`config.mk`:
```
export PLATFORM = sky130hd
export DESIGN_NAME = prefix_eval
export DESIGN_NICKNAME = d
export VERILOG_FILES = /design/src/rtl/prefix_eval.sv
export SDC_FILE = /design/constraint.sdc
export NUM_CORES = 2
export LEC_CHECK = 0
export ABC_AREA = 1
export CORE_MARGIN = 2
export CORE_UTILIZATION = 35
export CTS_CLUSTER_SIZE = 12
export DETAILED_ROUTE_END_ITERATION = 6
export SYNTH_ARGS = -nofsm -noshare
export SYNTH_HDL_FRONTEND = slang
export SYNTH_SLANG_ARGS = --single-unit
```
`constraint.sdc`:
```
create_clock -name clk -period 22.9 [get_ports clk]
set_clock_uncertainty 0.2 [all_clocks]
set_input_delay 4.58 -clock clk [delete_from_list [all_inputs] [get_ports clk]]
set_output_delay 4.58 -clock clk [all_outputs]
set_load 0.02 [all_outputs]
```
`src/rtl/prefix_eval.sv`:
```
// Prefix-expression evaluator: scans packed 5-bit tokens last-to-first on a 10-deep stack.
// Optional integer division is enabled by defining PREFIX_EVAL_DIV_EN.
module prefix_eval (
    input  logic        clk,
    input  logic        rst,
    input  logic        in_valid,
    input  logic [94:0] in_expr,
    output logic        busy,
    output logic        out_valid,
    output logic [40:0] out,
    output logic        err
);

    localparam logic [3:0] DEPTH = 4'd10;

    typedef enum logic [1:0] {IDLE, SCAN, OUT} state_t;

    state_t      state_q;
    logic [94:0] expr_q;
    logic [4:0]  len_q;
    logic [4:0]  idx_q;
    logic [3:0]  depth_q;
    logic        flag_q;
    logic        busy_q;
    logic        out_valid_q;
    logic [40:0] out_q;
    logic        err_q;
    logic [40:0] stack_q [10];

    logic [4:0]  len_d;
    logic [4:0]  slot [19];
    logic [4:0]  tok;
    logic        op_legal;
    logic [3:0]  rd_a;
    logic [3:0]  rd_b;
    logic signed [40:0] op_a;
    logic signed [40:0] op_b;
    logic signed [40:0] prod;
    logic        push_en;
    logic [3:0]  wr_addr;
    logic [40:0] wr_data;
    logic [3:0]  depth_d;
    logic        flag_d;

    genvar gi;
    generate
        for (gi = 0; gi < 19; gi++) begin : g_slot
            assign slot[gi] = expr_q[5*gi +: 5];
        end
    endgenerate

    // Length runs up to the highest nonzero slot; an all-zero word still holds one operand 0.
    always_comb begin
        len_d = 5'd1;
        for (int i = 0; i < 19; i++) begin
            if (in_expr[5*i +: 5] != 5'd0) len_d = 5'(i + 1);
        end
    end

    assign tok  = slot[idx_q];
    assign rd_a = (depth_q == 4'd0) ? 4'd0 : depth_q - 4'd1;
    assign rd_b = (depth_q < 4'd2)  ? 4'd0 : depth_q - 4'd2;
    assign op_a = stack_q[rd_a];
    assign op_b = stack_q[rd_b];
    assign prod = op_a * op_b;

`ifdef PREFIX_EVAL_DIV_EN
    logic signed [40:0] quot;
    assign quot     = (op_b == 41'sd0) ? 41'sd0 : op_a / op_b;
    assign op_legal = (tok[3:2] == 2'b00);
`else
    assign op_legal = (tok[3:2] == 2'b00) && (tok[1:0] != 2'b11);
`endif

    always_comb begin
        push_en = 1'b0;
        wr_addr = depth_q;
        wr_data = '0;
        depth_d = depth_q;
        flag_d  = flag_q;
        if (!tok[4]) begin
            if (depth_q == DEPTH) begin
                flag_d = 1'b1;
            end else begin
                push_en = 1'b1;
                wr_data = {37'd0, tok[3:0]};
                depth_d = depth_q + 4'd1;
            end
        end else if (!op_legal || depth_q < 4'd2) begin
            flag_d = 1'b1;
        end else begin
            // Result overwrites the second-popped slot, so the stack shrinks by one.
            push_en = 1'b1;
            wr_addr = rd_b;
            depth_d = depth_q - 4'd1;
            case (tok[1:0])
                2'b00:   wr_data = op_a + op_b;
                2'b01:   wr_data = op_a - op_b;
                2'b10:   wr_data = prod;
                default: begin
`ifdef PREFIX_EVAL_DIV_EN
                    wr_data = quot;
                    if (op_b == 41'sd0) flag_d = 1'b1;
`else
                    wr_data = '0;
`endif
                end
            endcase
        end
    end

    always_ff @(posedge clk) begin
        if (state_q == SCAN && push_en) stack_q[wr_addr] <= wr_data;
    end

    always_ff @(posedge clk or posedge rst) begin
        if (rst) begin
            state_q     <= IDLE;
            expr_q      <= '0;
            len_q       <= 5'd1;
            idx_q       <= 5'd0;
            depth_q     <= 4'd0;
            flag_q      <= 1'b0;
            busy_q      <= 1'b0;
            out_valid_q <= 1'b0;
            out_q       <= '0;
            err_q       <= 1'b0;
        end else begin
            out_valid_q <= 1'b0;
            out_q       <= '0;
            err_q       <= 1'b0;
            if (out_valid_q) busy_q <= 1'b0;
            case (state_q)
                IDLE: begin
                    if (in_valid) begin
                        expr_q  <= in_expr;
                        len_q   <= len_d;
                        idx_q   <= 5'd0;
                        depth_q <= 4'd0;
                        flag_q  <= 1'b0;
                        busy_q  <= 1'b1;
                        state_q <= SCAN;
                    end
                end
                SCAN: begin
                    depth_q <= depth_d;
                    flag_q  <= flag_d;
                    idx_q   <= idx_q + 5'd1;
                    if (idx_q == len_q - 5'd1) state_q <= OUT;
                end
                OUT: begin
                    out_valid_q <= 1'b1;
                    out_q       <= (depth_q == 4'd1 && !flag_q) ? stack_q[0] : '0;
                    err_q       <= flag_q || (depth_q != 4'd1);
                    state_q     <= IDLE;
                end
                default: state_q <= IDLE;
            endcase
        end
    end

    assign busy      = busy_q;
    assign out_valid = out_valid_q;
    assign out       = out_q;
    assign err       = err_q;

endmodule

```
======== Yosys cells after proc, flatten, opt, wreduce, memory -nomap -nowiden ========
Memories as Yosys holds them, arrays and structs flattened.
Cells that the tools add are included.
storage, ports and cells
  output and inout port bits .............. 44
  memory bits (writable) .................. 410
  logic and storage cells ................. 128
  bits in registers ....................... 156
  latch bits .............................. 0
  memories kept ........................... 1
  input port bits ......................... 98
  bits in read-only memories .............. 0
memories
  memory   depth  width  read ports  clocked after memory_dff  wr ports  RTL line  RTL
  stack_q  10     41     3           0                         1         28        logic [40:0] stack_q [10];
cells by class
  bitwise gates (word level) .............. 1
  shifts and indexed selects .............. 0
  mux-type cells .......................... 56
  reductions and logical operators ........ 35
  $lt $le $gt $ge ......................... 2
  $mul .................................... 1
  div/mod/pow operators ................... 0
  equal/unequal tests ..................... 15
  $add $sub $neg .......................... 7
operators with widths
  operator               number
  $mux W41               4
  $pmux W41 S3           1
  $mux W5                20
  $reduce_bool A5 Y1     18
  $add A41 B41 Y41       1
  $mul A41 B41 Y41       1
  $sub A41 B41 Y41       1
  $mux W4                9
  $bmux W5 S5            1
  $mux W1                14
  $ne A3 B3 Y1 const B   4
  $pmux W5 S2            1
  $pmux W4 S2            1
  $reduce_and A4 Y1      2
  $ge A6 B6 Y1 const B   1
  $logic_not A2 Y1       3
  $mux W2                3
  $not A5 Y6             1
  $reduce_and A2 Y1      3
  $add A5 B1 Y5 const B  1
  $eq A5 B5 Y1           1
  $sub A5 B1 Y5 const B  1
  $add A4 B1 Y4 const B  1
  $eq A2 B1 Y1 const B   2
  16 further kinds       22

======== Longest topological paths before layout ========
  depth in word-level cells ............... 19
  gate-level depth with buffers ........... 50
  gate-level depth less buffers ........... 46

======== Worst setup path before layout ========
Ideal clock, no wire load.
  path type ............................... register to register
  start point ............................. register depth_q[0]
  end point ............................... memory stack_q[0][32] (data pin)
  arrival ................................. 9.240 ns
  data required time ...................... 22.475 ns
  library setup time ...................... 0.225 ns
  path buffers ............................ 6
  period minus slack after synthesis ...... 9.665 ns
  stages on the path, launching flop included .. 45
  setup slack ............................. 13.235 ns
  path through ............................ dfrtp_1 inv_2 buf_2 clkbuf_1 buf_1 ha_1 inv_1 nand2_1 nand2_1 nor2_2 buf_2 buf_2 o211ai_1 nand3_1 nand3_1 nand2_1 clkbuf_1 nor2_1 [... 9 more ...] inv_1 fa_1 inv_1 ha_1 nand2_1 nor2_1 nand2_1 o21ai_0 a21oi_1 o21ai_0 nand2_1 nand2_1 a31oi_1 o21ai_0 nor2_1 nor2_1 a21oi_1 nor2_1
between the ends
  word-level cells in the longest chain between the ends .. 7
  elaborated cells between the ends (all ways) .. 14
  those cells by class .................... add/sub (4); mul (1); order compare (1); mux (5); reduce/logical (2); memory (1)
RTL lines
  element                                         RTL line  RTL
  from (decl)                                     22        logic [3:0] depth_q;
  from (signal assigned)                          146       depth_q <= depth_d;
  $sub A4 B1 Y4, or another cell as far along     61        assign rd_a = (depth_q == 4'd0) ? 4'd0 : depth_q - 4'd1;
  $mux W4 (on tied branches)                      61, 62
  $mem_v2 Z10 W41                                 n/a
  $mul A41 B41 Y41, or another cell as far along  65        assign prod = op_a * op_b;
  $pmux W41 S3                                    96        case (tok[1:0])
  $mux W41 (*)                                    89        end else if (!op_legal || depth_q < 4'd2) begin
  $mux W41 (*)                                    81        if (!tok[4]) begin
  via wr_data[32]                                 41        logic [40:0] wr_data;
  to (decl)                                       28
Mark *: on every way through the listed nets, which the timed path passes. The rest lies on a longest branch.

======== Worst setup path after layout ========
  start point ............................. register depth_q[0]
  end point ............................... memory stack_q[7][39] (data pin)
Same word-level chain as after synthesis.

==> flow_summary.json <==
{
  "outcome": "finished, violations left",
  "violations": "design-rule violations",
  "ys.flop_type": "edfxtp_1",
  "die_h_um": 411,
  "hpwl_um": 153000,
  "drc": 7,
  "syn_avg_cell_area_sq_um": 8.10,
  "final_cell_count_no_fill": 9335,
  "arrival_ns": 14.73,
  "synth-seq-cells": 566,
  "place_ws_ns": 8.72,
  "nets": 8171,
  "syn_inst": 7152,
  "yosys.area_share.simple_pct": 23.0,
  "route.top_layer_used": "met5",
  "place_congestion": 0.995,
  "portBuffers": 141,
  "cp-start-kind": "register",
  "syn_area_sq_um": 57900,
  "clock.fmax_mhz": 68.1,
  "synthAdderAreaFrac_pct": 30.1,
  "vias": 50400,
  "dieArea_sq_um": 169000,
  "firstDrtPassIters": 7,
  "yosysMostFrequentCell": "nand2_1",
  "fin_crit_ns": 14.68,
  "synth.area.top_cells": "fa_1, edfxtp_1, nand2_1",
  "htreeDepth": 2,
  "crit_end": "stack_q[7][39]",
  "synthXorXnorAreaFrac_pct": 1.66,
  "avgRoutedWirePerCell_um": 23.5,
  "drive_gt1_share_pct": 3.81,
  "routed_wl_um": 219000,
  "timing.rr.end": "stack_q[7][39]",
  "overflow": 0,
  "synth_top_area_share_pct": 24.4,
  "synth_common_cells": "nand2_1, inv_1, nor2_1, fa_1, nand3_1",
  "crit_path_max_fanout": 112,
  "maxSlewViolCount": 0,
  "crit_slowest_cell": "a21oi_1",
  "setup_viol": 0,
  "worst_pin_slew_ns": 1.28,
  "syn_nets": 8220,
  "initial_utilization_pct": 35.2,
  "post_cts_buffers": 0,
  "numCtsBuffers": 54,
  "rows": 149,
  "criticalPathCategory": "register to register",
  "via_per_inst": 5.40,
  "ant_nets": 0,
  "grt_pass1_vias": 50900,
  "synth_edf_count": 410,
  "clock_latency_ns": 0.62,
  "ff2ff_path_depth": 39,
  "cp_data_required_time_ns": 22.95,
  "cts_sinks": 566,
  "cts_root_buf": "clkbuf_16",
  "rsz0062_at_grt": "no",
  "grt_max_degree": 114,
  "postCtsHoldBufs": 0,
  "placed_cells": 9236,
  "finalHoldViolCount": 0,
  "synth_top_family_by_area": "adder cells",
  "tritoncts": "done",
  "clk_path_buf_depth": 3,
  "synth_compound_area_share_pct": 6.27,
  "timing.critical_path.mode_cell": "fa_1",
  "synth_mux_area_share_pct": 0,
  "cp-startpoint": "depth_q[0]",
  "hold_start": "out_valid",
  "setup_ws_ns": 8.22,
  "syn_to_final_growth_pct": 8.88,
  "clkTransAtPathRegs_ns": 0.07,
  "ys.warnings.count": 0,
  "num_antenna_cells": 0,
  "io_pins": 142,
  "async_flop_share_pct": 27.6,
  "end_kind": "register",
  "routedLengthMet1_um": 90000,
  "antenna_found_initial": 2,
  "dr_wl_met2_um": 96500,
  "rrSetupSlack_ns": 8.22,
  "die_x_um": 411,
  "synth_largest_area_cell": "fa_1",
  "maxCapViolations": 0,
  "maxSlewHeadroom_pct": 14.8,
  "synth_cell_types": 59,
  "nFillCells": 16700,
  "slowest_delay_ns": 0.94,
  "cts_resized": 0,
  "grt_pass1_wl_um": 328000,
  "timing.rr.start": "depth_q[0]",
  "period_share_pct": 64.1,
  "worstHoldPathType": "register to register",
  "ys_seq_area_share_pct": 28.0,
  "design.core.area_sq_um": 165000,
  "met3WireLength_um": 21100,
  "tns_ns": 0,
  "drt_iter0_drc": 5928,
  "track_usage_pct": 25.8
}
==> metrics by stage <==
step                      area, sq um  util, %  hold WS, ns
final                           63100     38.3        0.254
after global routing            63100     38.3        0.286
after CTS                       63100     38.3        0.264
after detailed placement        61500     37.4        0.257
after global placement          61500     37.4        0.250
after floorplan                 57900        -        0.237
==> logic make-up (layout without fill, tap and decap cells) <==
family	count (synthesis)	in the layout
adders and majority gates	970	970
AOI/OAI and AO/OA	650	650
DFF	566	566
buffers and inverters	1621	1615
and+or+nand+nor	3235	3235
xor gates and xnor gates	110	110
==> state kept, by name, indices dropped and copies added, names as in the netlist <==
| name | cells |
|---|---|
| busy | 1 |
| depth_q | 4 |
| err | 1 |
| expr_q | 95 |
| flag_q | 1 |
| idx_q | 5 |
| len_q | 5 |
| out | 41 |
| out_valid | 1 |
| stack_q | 410 |
| state_q | 2 |
==> metal layers <==
layer	GRT usage, %	vias up
li1	-	22100
met1	35.3	25100
met2	40.2	2726
met3	4.19	504
met4	11.8	2
met5	0	-
==> worst min-delay path by stage <==
stage	end	slack (ns)	cells after the start
after global routing	busy	0.29	1
after detailed placement	expr_q[50]	0.26	2
final	busy	0.25	1
after global placement	expr_q[51]	0.25	2
after floorplan	expr_q[11]	0.24	2
after CTS	busy	0.26	1
==> worst max-delay path: cells and delay by family (launching register included) <==
family                   cells  cell delay [ns]
adder cells (fa/ha/maj)     10             4.80
buffers and inverters        9             3.22
AO/OA/AOI/OAI                8             2.39
XOR/XNOR                     1             0.18
flip-flops                   1             0.73
AND/OR/NAND/NOR             11             2.67
==> cell type report <==
| cell class | count | area, sq um | share of cell area, % |
|---|---|---|---|
| Multi-Input combinational cell | 4965 | 35500 | 56.3 |
| Sequential cell | 566 | 16200 | 25.7 |
| Timing Repair Buffer | 254 | 2260 | 3.58 |
| Clock buffer | 95 | 1560 | 2.47 |
| Inverter | 1262 | 4750 | 7.53 |
| Tap cell | 2189 | 2740 | 4.34 |
| Clock inverter | 4 | 38.8 | 0.0615 |
==> cell usage in the layout (no fill, tap or decap), types with 16 or more instances in the layout <==
cell / instances
nand2_1: 1578
inv_1: 1215
nor2_1: 858
fa_1: 707
nand3_1: 668
edfxtp_1: 410
o21ai_0: 279
ha_1: 263
a21oi_1: 193
dfrtp_1: 154
clkdlybuf4s50_1: 141
buf_4: 113
xor2_1: 84
clkbuf_16: 54
o211ai_1: 52
nor3_1: 42
clkbuf_1: 36
inv_2: 33
xnor2_1: 26
o21ai_1: 26
nor2_4: 16
Power is left out: the tool's default activity adds up to more than one toggle a clock period on the data nets, which glitch-free logic cannot reach.
